==> src/rtl/gz_result_packer.sv <==
// Goertzel multi-channel result packer: decimating clock-enable, per-channel capture
// with truncate/saturate formatting, and AXI4-Stream packing of all channels into one word.
module gz_result_packer #(
  parameter int NCH      = 4,
  parameter int OW       = 20,
  parameter int FW       = 16,
  parameter int SHIFT    = 4,
  parameter int OUT_W    = 128,
  parameter int DECIM    = 2,
  parameter int SYNC_ALL = 1
) (
  input  logic                  i_clk,
  input  logic                  i_rst,
  output logic                  o_clken,
  input  logic [NCH*2*OW-1:0]   s_axis_tdata,
  input  logic [NCH-1:0]        s_axis_tvalid,
  output logic [OUT_W-1:0]      m_axis_tdata,
  output logic                  m_axis_tvalid,
  input  logic                  m_axis_tready,
  input  logic                  i_clr_flags,
  output logic [NCH-1:0]        o_overrun,
  output logic [NCH-1:0]        o_sat,
  output logic [15:0]           o_frame_cnt
);

  // state   | meaning
  // COLLECT | waiting for the pending set to satisfy the emit condition
  // HOLD    | word presented on m_axis, waiting for tready

  localparam int CW   = (DECIM > 1) ? $clog2(DECIM) : 1;
  localparam int TOPW = OW - SHIFT - FW + 1;
  localparam logic [CW-1:0] DECIM_LAST = CW'(DECIM - 1);
  localparam logic [FW-1:0] FMIN = {1'b1, {(FW-1){1'b0}}};
  localparam logic [FW-1:0] FMAX = {1'b0, {(FW-1){1'b1}}};

  typedef enum logic [0:0] {COLLECT, HOLD} state_t;

  state_t                 state_q, state_d;
  logic [CW-1:0]          dcnt;
  logic [NCH-1:0]         pending;
  logic [NCH-1:0]         load_mask;
  logic [NCH-1:0]         fmt_sat;
  logic [NCH*2*FW-1:0]    fmt_word;
  logic [NCH*2*FW-1:0]    cap;
  logic [OUT_W-1:0]       packed_word;
  logic                   load;
  logic                   hshk;
  logic                   emit_ok;

  // Registered enable so it is low in reset and first pulses on the DECIM-th edge.
  always_ff @(posedge i_clk or posedge i_rst) begin
    if (i_rst) begin
      dcnt    <= '0;
      o_clken <= 1'b0;
    end else begin
      o_clken <= (dcnt == DECIM_LAST);
      dcnt    <= (dcnt == DECIM_LAST) ? '0 : dcnt + CW'(1);
    end
  end

  for (genvar k = 0; k < NCH; k++) begin : g_ch
    logic [OW-1:0] x_re, x_im;
    logic [FW-1:0] y_re, y_im;
    logic          sat_re, sat_im;

    assign x_re = s_axis_tdata[k*2*OW+OW +: OW];
    assign x_im = s_axis_tdata[k*2*OW +: OW];

    // Bits above the kept field must all match the sign, otherwise clamp.
    assign sat_re = (x_re[OW-1:SHIFT+FW-1] != {TOPW{x_re[OW-1]}});
    assign sat_im = (x_im[OW-1:SHIFT+FW-1] != {TOPW{x_im[OW-1]}});
    assign y_re   = sat_re ? (x_re[OW-1] ? FMIN : FMAX) : x_re[SHIFT +: FW];
    assign y_im   = sat_im ? (x_im[OW-1] ? FMIN : FMAX) : x_im[SHIFT +: FW];

    assign fmt_word[k*2*FW +: 2*FW] = {y_re, y_im};
    assign fmt_sat[k]               = sat_re | sat_im;

    if (SHIFT > 0) begin : g_lsb
      logic unused_lsbs;
      assign unused_lsbs = ^{x_re[SHIFT-1:0], x_im[SHIFT-1:0]};
    end
  end

  always_comb begin
    packed_word = '0;
    for (int k = 0; k < NCH; k++) begin
      if (pending[k]) packed_word[k*2*FW +: 2*FW] = cap[k*2*FW +: 2*FW];
    end
  end

  assign emit_ok   = (SYNC_ALL != 0) ? (&pending) : (|pending);
  assign load_mask = load ? pending : '0;

  always_ff @(posedge i_clk or posedge i_rst) begin
    if (i_rst) state_q <= COLLECT;
    else       state_q <= state_d;
  end

  always_comb begin
    state_d = state_q;
    load    = 1'b0;
    hshk    = 1'b0;
    case (state_q)
      COLLECT: begin
        if (emit_ok) begin
          load    = 1'b1;
          state_d = HOLD;
        end
      end
      HOLD: begin
        if (m_axis_tvalid && m_axis_tready) begin
          hshk    = 1'b1;
          state_d = COLLECT;
        end
      end
      default: state_d = COLLECT;
    endcase
  end

  // Load reads the old capture contents, so a same-edge capture survives as pending.
  always_ff @(posedge i_clk or posedge i_rst) begin
    if (i_rst) begin
      cap           <= '0;
      pending       <= '0;
      m_axis_tdata  <= '0;
      m_axis_tvalid <= 1'b0;
      o_overrun     <= '0;
      o_sat         <= '0;
      o_frame_cnt   <= '0;
    end else begin
      for (int k = 0; k < NCH; k++) begin
        if (s_axis_tvalid[k]) cap[k*2*FW +: 2*FW] <= fmt_word[k*2*FW +: 2*FW];
      end
      pending   <= (pending & ~load_mask) | s_axis_tvalid;
      o_overrun <= (i_clr_flags ? '0 : o_overrun) | (s_axis_tvalid & pending & ~load_mask);
      o_sat     <= (i_clr_flags ? '0 : o_sat) | (s_axis_tvalid & fmt_sat);
      if (load) begin
        m_axis_tdata  <= packed_word;
        m_axis_tvalid <= 1'b1;
      end else if (hshk) begin
        m_axis_tvalid <= 1'b0;
      end
      if (hshk) o_frame_cnt <= o_frame_cnt + 16'd1;
    end
  end

endmodule
==> config.mk <==
export PLATFORM = sky130hd
export DESIGN_NAME = gz_result_packer
export DESIGN_NICKNAME = d
export VERILOG_FILES = /design/src/rtl/gz_result_packer.sv
export SDC_FILE = /design/constraint.sdc
export NUM_CORES = 1
export LEC_CHECK = 0
export ABC_AREA = 1
export CAP_MARGIN = 20
export CORE_MARGIN = 2
export CORE_UTILIZATION = 51
export CTS_CLUSTER_DIAMETER = 80
export DETAILED_ROUTE_END_ITERATION = 8
export PLACE_DENSITY = 0.89
export SETUP_SLACK_MARGIN = 0.3
export SLEW_MARGIN = 0
export SYNTH_ARGS = -nofsm -noshare
export SYNTH_HDL_FRONTEND = slang
export SYNTH_SLANG_ARGS = --single-unit
==> constraint.sdc <==
create_clock -name i_clk -period 14.9 [get_ports i_clk]
set_input_delay 2.235 -clock i_clk [delete_from_list [all_inputs] [get_ports i_clk]]
set_output_delay 2.235 -clock i_clk [all_outputs]
set_load 0.005 [all_outputs]
Word-level counts from Yosys, hierarchy flattened
Index checks and enable logic that the tools add are counted.
W data, S select, Z words.

word-level totals
  bits in registers = 284
  bits in latches = 0
  bits in writable memories = 0
  ROM bits = 0
  input bits = 168
  output and inout bits = 154
  logic and storage cells = 39
  memories kept = 0

cells by class
  add/subtract/negate cells = 2
  $mul = 0
  divide/modulo/power cells = 0
  order comparisons = 0
  eq/ne operators = 0
  shift-type cells = 0
  mux-type cells = 15
  bitwise operators = 7
  reduce and logical (&&, ||, !) cells = 3

operator list
  kind                     number
  $mux W32                 4
  $add A16 B1 Y16 const B  1
  $and A4 B4 Y4            3
  $mux W1                  8
  $mux W4                  2
  $or A4 B4 Y4             2
  $not A4 Y4               1
  $reduce_and A4 Y1        1
  $pmux W1 S2              1
  $reduce_bool A2 Y1       1
  $add A1 B1 Y1 const B    1
  $logic_and A1 B1 Y1      1
  $not A1 Y1               1

Depth between registers and ports, before layout
  word-level depth = 7
  mapped depth = 8

Least setup slack after synthesis
OpenSTA, ideal clock, no wires.

  kind = input -> register
  from = input port s_axis_tvalid[0]
  to = register cap[10]
  data arrival time = 2.905 ns
  required time = 14.783 ns
  slack = 11.878 ns
  stages = 5
  cells stage by stage = clkbuf_1 clkinv_1 clkbuf_1 nand2_1 nand2_1

RTL lines
  element                         RTL line  RTL
  start: declaration              16        input logic [NCH-1:0] s_axis_tvalid,
  end signal: indexed assignment  132       if (s_axis_tvalid[k]) cap[k*2*FW +: 2*FW] <= fmt_word[k*2*FW +: 2*FW];
  end: declaration                44        logic [NCH*2*FW-1:0] cap;

==> impl_results.md <==
- Layout net count: 1653
- CP Capture Type: flop
- Period utilization: 0.2677
- Drt first pass iters: 5
- Max_cap viols: 0
- IO Port Bufs: 285
- Register area share after synthesis: 0.6553
- CTS tree: built
- Final WS setup: 10910 ps
- Xor-xnor portion of the synthesized cell area: 0.006461
- CTS max path bufs: 3
- Min-Delay Path Class: flop to flop
- GRT Total Usage: 0.2418
- Post-synthesis compound-gate area fraction: 0.02861
- Vias in the first global route: 8821
- Largest net degree at the start of global routing: 123
- CP required: 15310 ps
- Share of the synthesized area in the top cell type: 0.6553
- Post-route ant nets: 0
- Fin. Hold Viols: 0
- Antenna fix cells: 0
- Pre-CTS WS: 10400 ps
- Mux share of post-synthesis cell area: 0
- Avg Vias per Cell: 4.952
- Detailed router's first-iteration violation count: 430
- Unrepaired setup endpoints after global routing: false
- Clock slew at reported path FFs: 60 ps
- WHS Path Cells: 0
- Synth Warn #: 0
- Post-Synthesis Cell Area: 10850 sq um
- Largest cells by area after synthesis: dfrtp_1, nand2_1, nor2_1, o21ai_0, inv_1
- Core Footprint: 20960 sq um
- Setup crit start kind: primary input
- CTS sink cnt: 284
- CP peak stage delay: 870 ps
- Final setup vio count: 0
- Post-Syn Instances: 1212
- Initial Util: 0.5176
- Post-synthesis adder-cell area fraction: 0.001154
- Leading area contributor after synthesis: dfrtp_1
- Count of pins over their slew limit: 0
- Post-synth EDFFs: 0
- Final GP Congestion: 0.8136
- LEAKAGE: 7.402 nW
- Worst-path cell chain: clkdlybuf4s50_1 -> buf_4 -> clkinv_1 -> nand2_1 -> nand2_1
- Post-layout min period: 3989 ps
- Clock skew after layout: 14.15 ps
- Worst skew pair latency: 540 ps
- Die width: 149.8 microns
- Synth Area per Inst: 8.948 sq um
- DRT Wirelength: 27.07 mm
- Worst slew pin tran: 991.0 ps
- WHS Endpoint: o_clken$_DFF_PP0_
- R2R cell count: 7
- Hold_sp: dcnt$_DFF_PP0_
- Hold_buf cts: 0
- CTS buffer count: 30
- R2R Setup Slk: 12050 ps
- Routed via count: 8824
- Largest family of logic cells by synthesized area: simple AND/OR/NAND/NOR gates
- Critical-path top delay cell: clkinv_1
- Synth Register Bits: 284
- Post-layout power: 0.002916 W
- Share of flip-flops with an asynchronous set or reset: 1.000
- Antenna violations before repair: 0
- Outcome: completed
- Worst r2r dst: m_axis_tdata[11]$_DFFE_PP0P_
- Crit path DAT: 4400 ps
- Setup CP Type: primary input to flop
- Number of library cell types mapped by synthesis: 25
- CTS resizes: 0
- Slew HR: 0.3352
- Post-DP HPWL: 17.36 mm
- Residual DRC: 0
- First-pass GRT wire length: 43.64 mm
- WL/cell: 15.19 microns
- # rows: 53
- Most common cell on crit path: nand2_1
- Fmax: 0.2507 GHz
- Worst-path fanout max: 34
- Synth Flop Type: dfrtp_1
- Postcts setup bufs: 0
- FILL cells: 1469
- Die footprint: 22450 sq um
- Clk root buf: clkbuf_16
- Synth Area in Simple Gates: 0.2615
- DIE HEIGHT: 149.8 microns
- Power density over the cells: 193.2 nW/um^2
- FF+latch area: 7107 sq um
- Area growth syn-to-layout: 39.12%
- Setup_tns: 0 ps
- Remaining global-route overflow: 0
- Area of the multi-input gates: 3249 sq um
- CP bufs+invs: 3
- Worst reg2reg path startpoint: pending[1]$_DFF_PP0_
- Critical path's top delay family: buffers and inverters
- Share of cells above drive strength 1: 0.04844
- VDD IR max: 116.2 uV
- H-tree depth: 1
- IO Pins: 322
==> sequential cells by signal, summed over array words and instances, names as in the netlist <==
register,flops
pending,4
m_axis_tdata,128
o_frame_cnt,16
dcnt,1
o_overrun,4
state_q,1
o_clken,1
m_axis_tvalid,1
cap,128
==> through the flow <==
step / hold WS [ps] / std cells / cell area [sq um] / util
floorplan: 353.7 / 1215 / 10860 / -
global placement: 365.6 / 1723 / 13810 / 0.6590
detailed placement: 378.8 / 1723 / 13810 / 0.6590
CTS: 391.6 / 1778 / 14980 / 0.7148
global route: 404.7 / 1782 / 15090 / 0.7200
finish: 387.8 / 1782 / 15090 / 0.7200
==> Yosys cell counts, types with 2 or more instances <==
library cell,number
buf_2,11
buf_4,9
buf_6,6
clkbuf_1,33
clkinv_1,3
dfrtp_1,284
inv_1,45
inv_2,2
nand2_1,524
nand3_1,4
nand3b_1,2
nand4_1,2
nor2_1,210
nor2_2,2
o21ai_0,49
o21ai_1,8
o22ai_1,4
xnor2_1,4
xor2_1,4
==> layout make-up <==
cell class                      count  area share
Tap cell                          275     0.02280
Clock buffer                       43     0.06170
Timing Repair Buffer              297      0.2003
Clock inverter                     12     0.01576
Multi-Input combinational cell    821      0.2154
Inverter                           50     0.01302
Sequential cell                   284      0.4710
==> cells in the final DEF (no fill, tap or decap), types with 2 or more instances in the layout <==
cell	Yosys	layout
conb_1	1	4
nand4_1	2	2
xnor2_1	4	4
clkdlybuf4s50_1	0	285
clkinv_2	0	5
dfrtp_1	284	284
xor2_1	4	4
nand2_1	524	524
inv_1	45	44
buf_4	9	8
o22ai_1	4	4
bufinv_16	0	7
buf_16	0	4
nand3b_1	2	2
clkbuf_16	0	31
nor2_2	2	2
o21ai_1	8	8
nand3_1	4	4
nor2_1	210	210
clkbuf_8	0	11
clkinv_1	3	3
o21ai_0	49	49
==> routing by layer <==
layer / routed length, microns / vias to the layer above / global-route usage
li1: - / 4195 / -
met1: 10520 / 4179 / 0.3013
met2: 12890 / 344 / 0.3934
met4: 1726 / 0 / 0.1344
met3: 1931 / 106 / 0.05305
met5: 0 / - / 0
==> how the worst max path moves through the flow <==
| stage | startpoint | end | slack, ps | depth (start not counted) |
|---|---|---|---|---|
| after CTS | s_axis_tvalid[0] | cap[15]$_DFFE_PP0P_ | 10910 | 5 |
| after floorplan | i_rst | cap[0]$_DFFE_PP0P_ | 4830 | 1 |
| after global routing | s_axis_tvalid[0] | cap[15]$_DFFE_PP0P_ | 10800 | 5 |
| after detailed placement | i_rst | m_axis_tdata[117]$_DFFE_PP0P_ | 10400 | 3 |
| after global placement | i_rst | cap[106]$_DFFE_PP0P_ | 10430 | 3 |
| final | s_axis_tvalid[0] | cap[15]$_DFFE_PP0P_ | 10910 | 5 |
==> cells by family after synthesis <==
kind of cell	Yosys count
xor+xnor	8
buf+inv	110
simple gates	747
other cells	1
flops	284
compound gates	61
fa+ha+maj	1
==> report_power, final <==
group	switching, W	leakage, nW	internal (W)
logic	0.000478	3.40	0.000471
clock network	0.000299	0.577	0.000552
registers	0.000122	3.43	0.000994
Note: power is estimated with default switching activity, not from simulation.
